[config.mk]
export PLATFORM = sky130hd
export DESIGN_NAME = switching_unmerge
export DESIGN_NICKNAME = d
export VERILOG_FILES = /design/src/rtl/lib_switchblock_pkg.sv /design/src/rtl/switching_unmerge.sv
export SDC_FILE = /design/constraint.sdc
export NUM_CORES = 1
export LEC_CHECK = 0
export CAP_MARGIN = 20
export CORE_UTILIZATION = 49
export DETAILED_ROUTE_END_ITERATION = 10
export GPL_ROUTABILITY_DRIVEN = 0
export GPL_TIMING_DRIVEN = 0
export PLACE_DENSITY = 0.95
export SETUP_SLACK_MARGIN = 0.1
export SYNTH_ARGS = -nofsm -noshare
export SYNTH_HDL_FRONTEND = slang
export SYNTH_SLANG_ARGS = --single-unit
[constraint.sdc]
create_clock -name vclk -period 7.85
set_input_delay 1.1775 -clock vclk [all_inputs]
set_output_delay 1.1775 -clock vclk [all_outputs]
set_load 0.01 [all_outputs]
[src/rtl/lib_switchblock_pkg.sv]
// Shared switch-block definitions: data width, checker state encoding and counter sizing.
package lib_switchblock_pkg;

    localparam int unsigned WIDTH       = 16;
    localparam int unsigned ERR_CNT_W   = 8;
    localparam int unsigned ERR_CNT_MAX = 255;

    typedef enum logic [1:0] {
        IDLE  = 2'd0,
        ARMED = 2'd1,
        FAULT = 2'd2
    } dem_chk_state_t;

endpackage

[src/rtl/switching_unmerge.sv]
// Combinational inverse of one switching node: rebuilds node input and switching sequence
// from the un-swapped output pair.
module switching_unmerge
    import lib_switchblock_pkg::*;
#(
    parameter int unsigned W = WIDTH
) (
    input  logic [W-1:0] x1_i,
    input  logic [W-1:0] x2_i,
    input  logic         pn_i,
    output logic [W-1:0] x_rec_o,
    output logic [W-1:0] s_rec_o
);

    logic [W-1:0] a;
    logic [W-1:0] b;

    // Modular arithmetic undoes the node's truncating halving, wrap-around included.
    always_comb begin
        a       = pn_i ? x1_i : x2_i;
        b       = pn_i ? x2_i : x1_i;
        x_rec_o = W'(a + b);
        s_rec_o = W'({a[W-2:0], 1'b0} - x_rec_o);
    end

endmodule

==> results of run 1 <==
-- cells by family (layout without fill, tap and decap cells) --
family	count (synthesis)	in the layout	synth area share, %
muxes	30	30	16.82
AOI/OAI and AO/OA	80	80	30.22
and+or+nand+nor	63	63	16.24
buffers and inverters	24	88	5.348
adders and majority gates	28	28	17.85
xor gates and xnor gates	30	30	13.53
-- cell type report --
cell class,instances,area [um^2]
fillers,312,1086
inverters,18,67.56
multi-input cells,231,1844
plain buffers,5,35.03
repair buffers,65,650.6
well taps,48,60.06
-- cells in the mapped netlist, types with 2 or more instances --
cell / instances / area [um^2]
a2111o_1: 2 / 22.52
a2111oi_0: 2 / 17.52
a211oi_1: 2 / 15.01
a21o_1: 8 / 60.06
a21oi_1: 16 / 80.08
and2_1: 2 / 12.51
buf_2: 2 / 10.01
clkbuf_1: 2 / 7.510
ha_1: 20 / 250.2
inv_1: 18 / 67.56
maj3_1: 2 / 20.02
maj3_2: 5 / 56.30
mux2_2: 21 / 236.5
mux2i_1: 9 / 90.09
nand2_1: 16 / 60.06
nand2b_1: 2 / 12.51
nand3_1: 2 / 10.01
nand4_1: 3 / 18.77
nor2_1: 17 / 63.81
nor2b_1: 2 / 12.51
nor3_1: 9 / 45.04
nor3b_1: 2 / 15.01
o211ai_1: 3 / 22.52
o21a_1: 8 / 60.06
o21ai_0: 14 / 70.07
o21ai_1: 2 / 10.01
o21ai_2: 4 / 35.03
o221a_2: 2 / 22.52
o31a_1: 3 / 26.28
or3_1: 2 / 12.51
xnor2_1: 23 / 201.4
xor2_1: 7 / 61.31
-- routing by layer --
layer  global-route usage, %  up-vias  wire length, um
met3                   1.232        8              221
met2                   44.92       63             2653
met5                       0        -                0
met4                   5.278        0               95
met1                   33.72     1014             2303
li1                        -     1095                -
-- how the worst max path moves through the flow --
stage / start / endpoint / slack [ns]
2_1_floorplan: pn_i / s_rec_o[15] / 1.25
3_3_place_gp: pn_i / s_rec_o[15] / -0.25
3_5_place_dp: pn_i / s_rec_o[15] / -0.38
4_1_cts: pn_i / s_rec_o[15] / 0.14
5_1_grt: pn_i / s_rec_o[15] / 0.04
6_report: pn_i / s_rec_o[15] / 0.30
-- cells in the final DEF (no fill, tap or decap), types with 3 or more instances in the layout --
cell,count
a21o_1,8
xnor2_1,23
a21oi_1,16
mux2_2,21
nand2_1,16
o21ai_2,4
nor2_1,17
o21a_1,8
o31a_1,3
ha_1,20
nor3_1,9
mux2i_1,9
o211ai_1,3
maj3_2,5
xor2_1,7
nand4_1,3
inv_1,18
clkdlybuf4s50_1,65
o21ai_0,14
-- power by group --
group | total (mW) | internal, mW | switching [mW]
combinational | 0.584 | 0.309 | 0.275
sequential | 0 | 0 | 0
clock | 0 | 0 | 0
-- timing repair --
action / in CTS / in global routing
setup endpoints to repair: 5 / 2
hold buffers: 0 / 0
resized for setup: 1 / 2
==> impl_metrics.yaml, run 1 <==
synthesis:
  yosys_warnings: 0
  synth_cell_types: 55
  syn_nets: 309
  syn_area_per_cell_um2: 7.615
  syn-instance-count: 255
  synth_area_um2: 1942
  yosysSeqAreaShare_pct: 0
global_routing:
  grt-ovfl-total: 0
  grt_max_degree: 20
  grt_pass1_wl_um: 8811
  grt_usage_pct: 25.45
  grt_pass1_vias: 1993
  antenna_found_initial: 0
worst_hold_path:
  hold-path-endpoint: "s_rec_o[2]"
  hp-class: "in -> out"
  holdPathStages: 5
  min_from: "x2_i[0]"
final_layout:
  drive_above_1_share_pct: 13.17
  n_antenna_cell: 0
  nFlopsAndLatches: 0
  register_area_um2: 0
  utilization_pct: 70.99
  fin_nets: 375
  syn_to_final_growth_pct: 36.86
  final_cells: 367
  clock_buffers: 0
  final_area_um2: 2658
placed_design:
  dp_cells: 368
  place_ws_ns: -0.3786
  port_buffers: 65
  post_dp_cell_area_um2: 2653
  dp_hpwl_um: 4490
critical_path:
  arrival_ns: 6.37
  cp.required_ns: 6.67
  crit_chain: "clkdlybuf4s50_1 > buf_4 > mux2_2 > ha_1 > fa_1 > xnor2_1 > ha_1 > o21a_1 > o31a_1 > o21a_1 > o32a_1 > o211ai_1 > nand4_1 > o2111a_1 > nor3b_2 > o21ai_0 > a311o_1 > clkdlybuf4s50_1"
  path_max_fanout: 19
  path_depth: 18
  slowest_delay_ns: 0.50
  startpoint_type: "input port"
  critical_path_class: "in -> out"
  critical_path.top_delay_family: "compound AO/OA/AOI/OAI gates"
  cp_slowest_cell: "clkdlybuf4s50_1"
  endpoint_kind: "primary output"
  cp_num_buf_inv: 3
sta:
  finalCriticalPeriod_ns: 7.552
  finalSetupViolations: 0
  fin_ws_ns: 0.2982
  rsz0062_at_grt: "true"
  fmax_ghz: 0.1324
  final_hold_viol_count: 0
  setup_tns_ns: 0
  maxSlewHeadroom_pct: 55.76
  slew_violations: 0
  whs_ns: 3.596
  finalCritPeriodShare_pct: 96.20
  worstMarginPinSlew_ns: 0.6635
route:
  viasPerCell: 5.940
  dr.pass1.iters: 4
  drc: 0
  drtAntennaViolNets: 0
  drtIter0Drc: 68
  vias: 2180
  wl_per_cell_um: 14.37
  wl_um: 5273
pwr:
  peakVddDrop_mv: 0.1031
  finalPower_uw: 583.9
  power_density_nw_per_um2: 219.7
  p_leak_nw: 1.097
floorplan:
  die_h_um: 64.95
  io_pins: 65
  core_um2: 3744
  die_w_um: 64.95
  num_rows: 22
  fp.dieArea_um2: 4219
  floorplan.initialDensity_pct: 51.87
outcome:
  run_status: "finished, final reports clean"
flow_run:
  cap_viol_max_count: 0
clock_network:
  postCtsSetupBuffers: 0
(Power assumes the default switching activity.)
==> run 2: changes to the inputs <==
--- a/config.mk
+++ b/config.mk
@@ -6,11 +6,11 @@
 export NUM_CORES = 1
 export LEC_CHECK = 0
 export CAP_MARGIN = 20
-export CORE_UTILIZATION = 49
+export CORE_UTILIZATION = 44
 export DETAILED_ROUTE_END_ITERATION = 10
 export GPL_ROUTABILITY_DRIVEN = 0
 export GPL_TIMING_DRIVEN = 0
-export PLACE_DENSITY = 0.95
+export PLACE_DENSITY = 0.93
 export SETUP_SLACK_MARGIN = 0.1
 export SYNTH_ARGS = -nofsm -noshare
 export SYNTH_HDL_FRONTEND = slang
==> constraint.sdc (replaced) <==
create_clock -name vclk -period 6.75
set_input_delay 1.0125 -clock vclk [all_inputs]
set_output_delay 1.0125 -clock vclk [all_outputs]
set_load 0.01 [all_outputs]
==> impl_metrics.yaml, run 2 (synthesis gave the netlist of run 1 again) <==
outcome:
  run_status: "finished, final reports clean"
sta:
  setup_tns_ns: 0
  worstMarginPinSlew_ns: 0.5940
  final_hold_viol_count: 0
  finalCritPeriodShare_pct: 96.34
  finalSetupViolations: 0
  fin_ws_ns: 0.2468
  fmax_ghz: 0.1538
  rsz0062_at_grt: "true"
  finalCriticalPeriod_ns: 6.503
  slew_violations: 0
  maxSlewHeadroom_pct: 60.34
final_layout:
  clock_buffers: 0
  nFlopsAndLatches: 0
  register_area_um2: 0
  fillers: 329
  final_area_um2: 2816
  syn_to_final_growth_pct: 45.04
  utilization_pct: 68.44
  final_common_cell: "clkdlybuf4s50_1"
  n_antenna_cell: 0
  final_cell_mix: "59 x clkdlybuf4s50_1, 22 x xnor2_1, 19 x mux2_2"
  drive_above_1_share_pct: 19.34
  fin_nets: 387
route:
  viasPerCell: 5.900
  drtAntennaViolNets: 0
  drc: 0
  dr.pass1.iters: 4
  drtIter0Drc: 81
  wl_per_cell_um: 15.09
  vias: 2248
  wl_um: 5748
global_routing:
  grt_usage_pct: 23.78
  grt_max_degree: 11
  grt_pass1_vias: 2063
  antenna_found_initial: 0
  grt-ovfl-total: 0
  grt_pass1_wl_um: 8749
critical_path:
  path_max_fanout: 10
  cp.required_ns: 5.74
  critical_path_class: "in -> out"
  startpoint_type: "input port"
  critical_path.top_delay_family: "compound AO/OA/AOI/OAI gates"
  endpoint_kind: "primary output"
  slowest_delay_ns: 0.54
  cp_num_buf_inv: 6
  crit_chain: "dlygate4sd2_1 > buf_6 > buf_8 > mux2_4 > ha_2 > fa_2 > inv_1 > ha_1 > nor2b_1 > o31a_1 > o21a_1 > o32a_1 > o211ai_1 > nand4_1 > o2111a_2 > buf_4 > nor3b_4 > o21ai_1 > a311o_1 > clkbuf_2"
  arrival_ns: 5.49
  cp_slowest_cell: "fa_2"
pwr:
  p_leak_nw: 1.201
  peakVddDrop_mv: 0.1046
  power_density_nw_per_um2: 259.7
placed_design:
  port_buffers: 65
  post_dp_cell_area_um2: 2655
  place_ws_ns: -1.157
  dp_hpwl_um: 4515
flow_run:
  cap_viol_max_count: 0
worst_hold_path:
  hp-class: "in -> out"
  hold-path-endpoint: "s_rec_o[15]"
  holdPathStages: 5
  min_from: "x2_i[13]"
floorplan:
  floorplan.initialDensity_pct: 47.19
  die_h_um: 68.43
  io_pins: 65
  fp.dieArea_um2: 4683
  die_w_um: 68.43
  num_rows: 23
  core_um2: 4115
-- run 2: power breakdown --
part / switching, mW / internal [mW] / leakage, nW
clock: 0 / 0 / 0
sequential: 0 / 0 / 0
combinational: 0.350 / 0.382 / 1.20
total: 0.350 / 0.382 / 1.20
-- run 2: area by class of cell --
class	instances	area (um^2)	share of cell area, %
plain buffers	6	55.05	1.955
inverters	18	67.56	2.399
multi-input cells	231	1906	67.66
well taps	50	62.56	2.221
repair buffers	76	725.7	25.77
-- run 2: stage by stage --
stage | hold WS (ns) | std cells | power (mW)
floorplan | 2.291 | 255 | 0.4059
global placement | 3.241 | 370 | 0.6600
detailed placement | 3.265 | 370 | 0.6780
CTS | 3.139 | 373 | 0.6940
global route | 3.209 | 381 | 0.7879
finish | 3.124 | 381 | 0.7315
-- run 2: what timing repair did --
item                                    in CTS  in global routing
hold buffers                                 0                  0
setup buffers                                3                  8
pin swaps                                    4                 10
cloned                                       0                  0
resized for setup                           21                 11
endpoints found under the setup margin      12                  4
-- run 2: how the worst max path moves through the flow --
stage	startpoint	end	slack, ns	depth (start not counted)
3_5_place_dp	pn_i	s_rec_o[15]	-1.16	19
3_3_place_gp	pn_i	s_rec_o[15]	-1.06	19
4_1_cts	pn_i	s_rec_o[12]	0.16	20
6_report	pn_i	s_rec_o[15]	0.25	20
2_1_floorplan	pn_i	s_rec_o[15]	0.48	17
5_1_grt	pn_i	s_rec_o[15]	0.01	21
-- run 2: routing by layer --
| layer | GRT usage [%] | share of wire [%] | up-vias |
|---|---|---|---|
| met4 | 6.510 | 2.6 | 0 |
| li1 | - | - | 1112 |
| met5 | 0 | 0 | - |
| met1 | 29.75 | 43 | 1039 |
| met2 | 42.89 | 49 | 79 |
| met3 | 1.833 | 5.3 | 18 |
-- run 2: tightest hold or removal path, cell delays in order --
cell,delay [ns]
clkdlybuf4s50_1,0.46
mux2_2,0.16
ha_1,0.18
a311o_1,0.17
clkbuf_2,0.12
==> run 3: changes to the inputs <==
--- a/config.mk
+++ b/config.mk
@@ -5,7 +5,7 @@
 export SDC_FILE = /design/constraint.sdc
 export NUM_CORES = 1
 export LEC_CHECK = 0
-export CAP_MARGIN = 20
+export CAP_MARGIN = 0
 export CORE_UTILIZATION = 44
 export DETAILED_ROUTE_END_ITERATION = 10
 export GPL_ROUTABILITY_DRIVEN = 0
==> results of run 3 <==
Same layout as run 2: the final DEF is identical, and so are final timing and power.
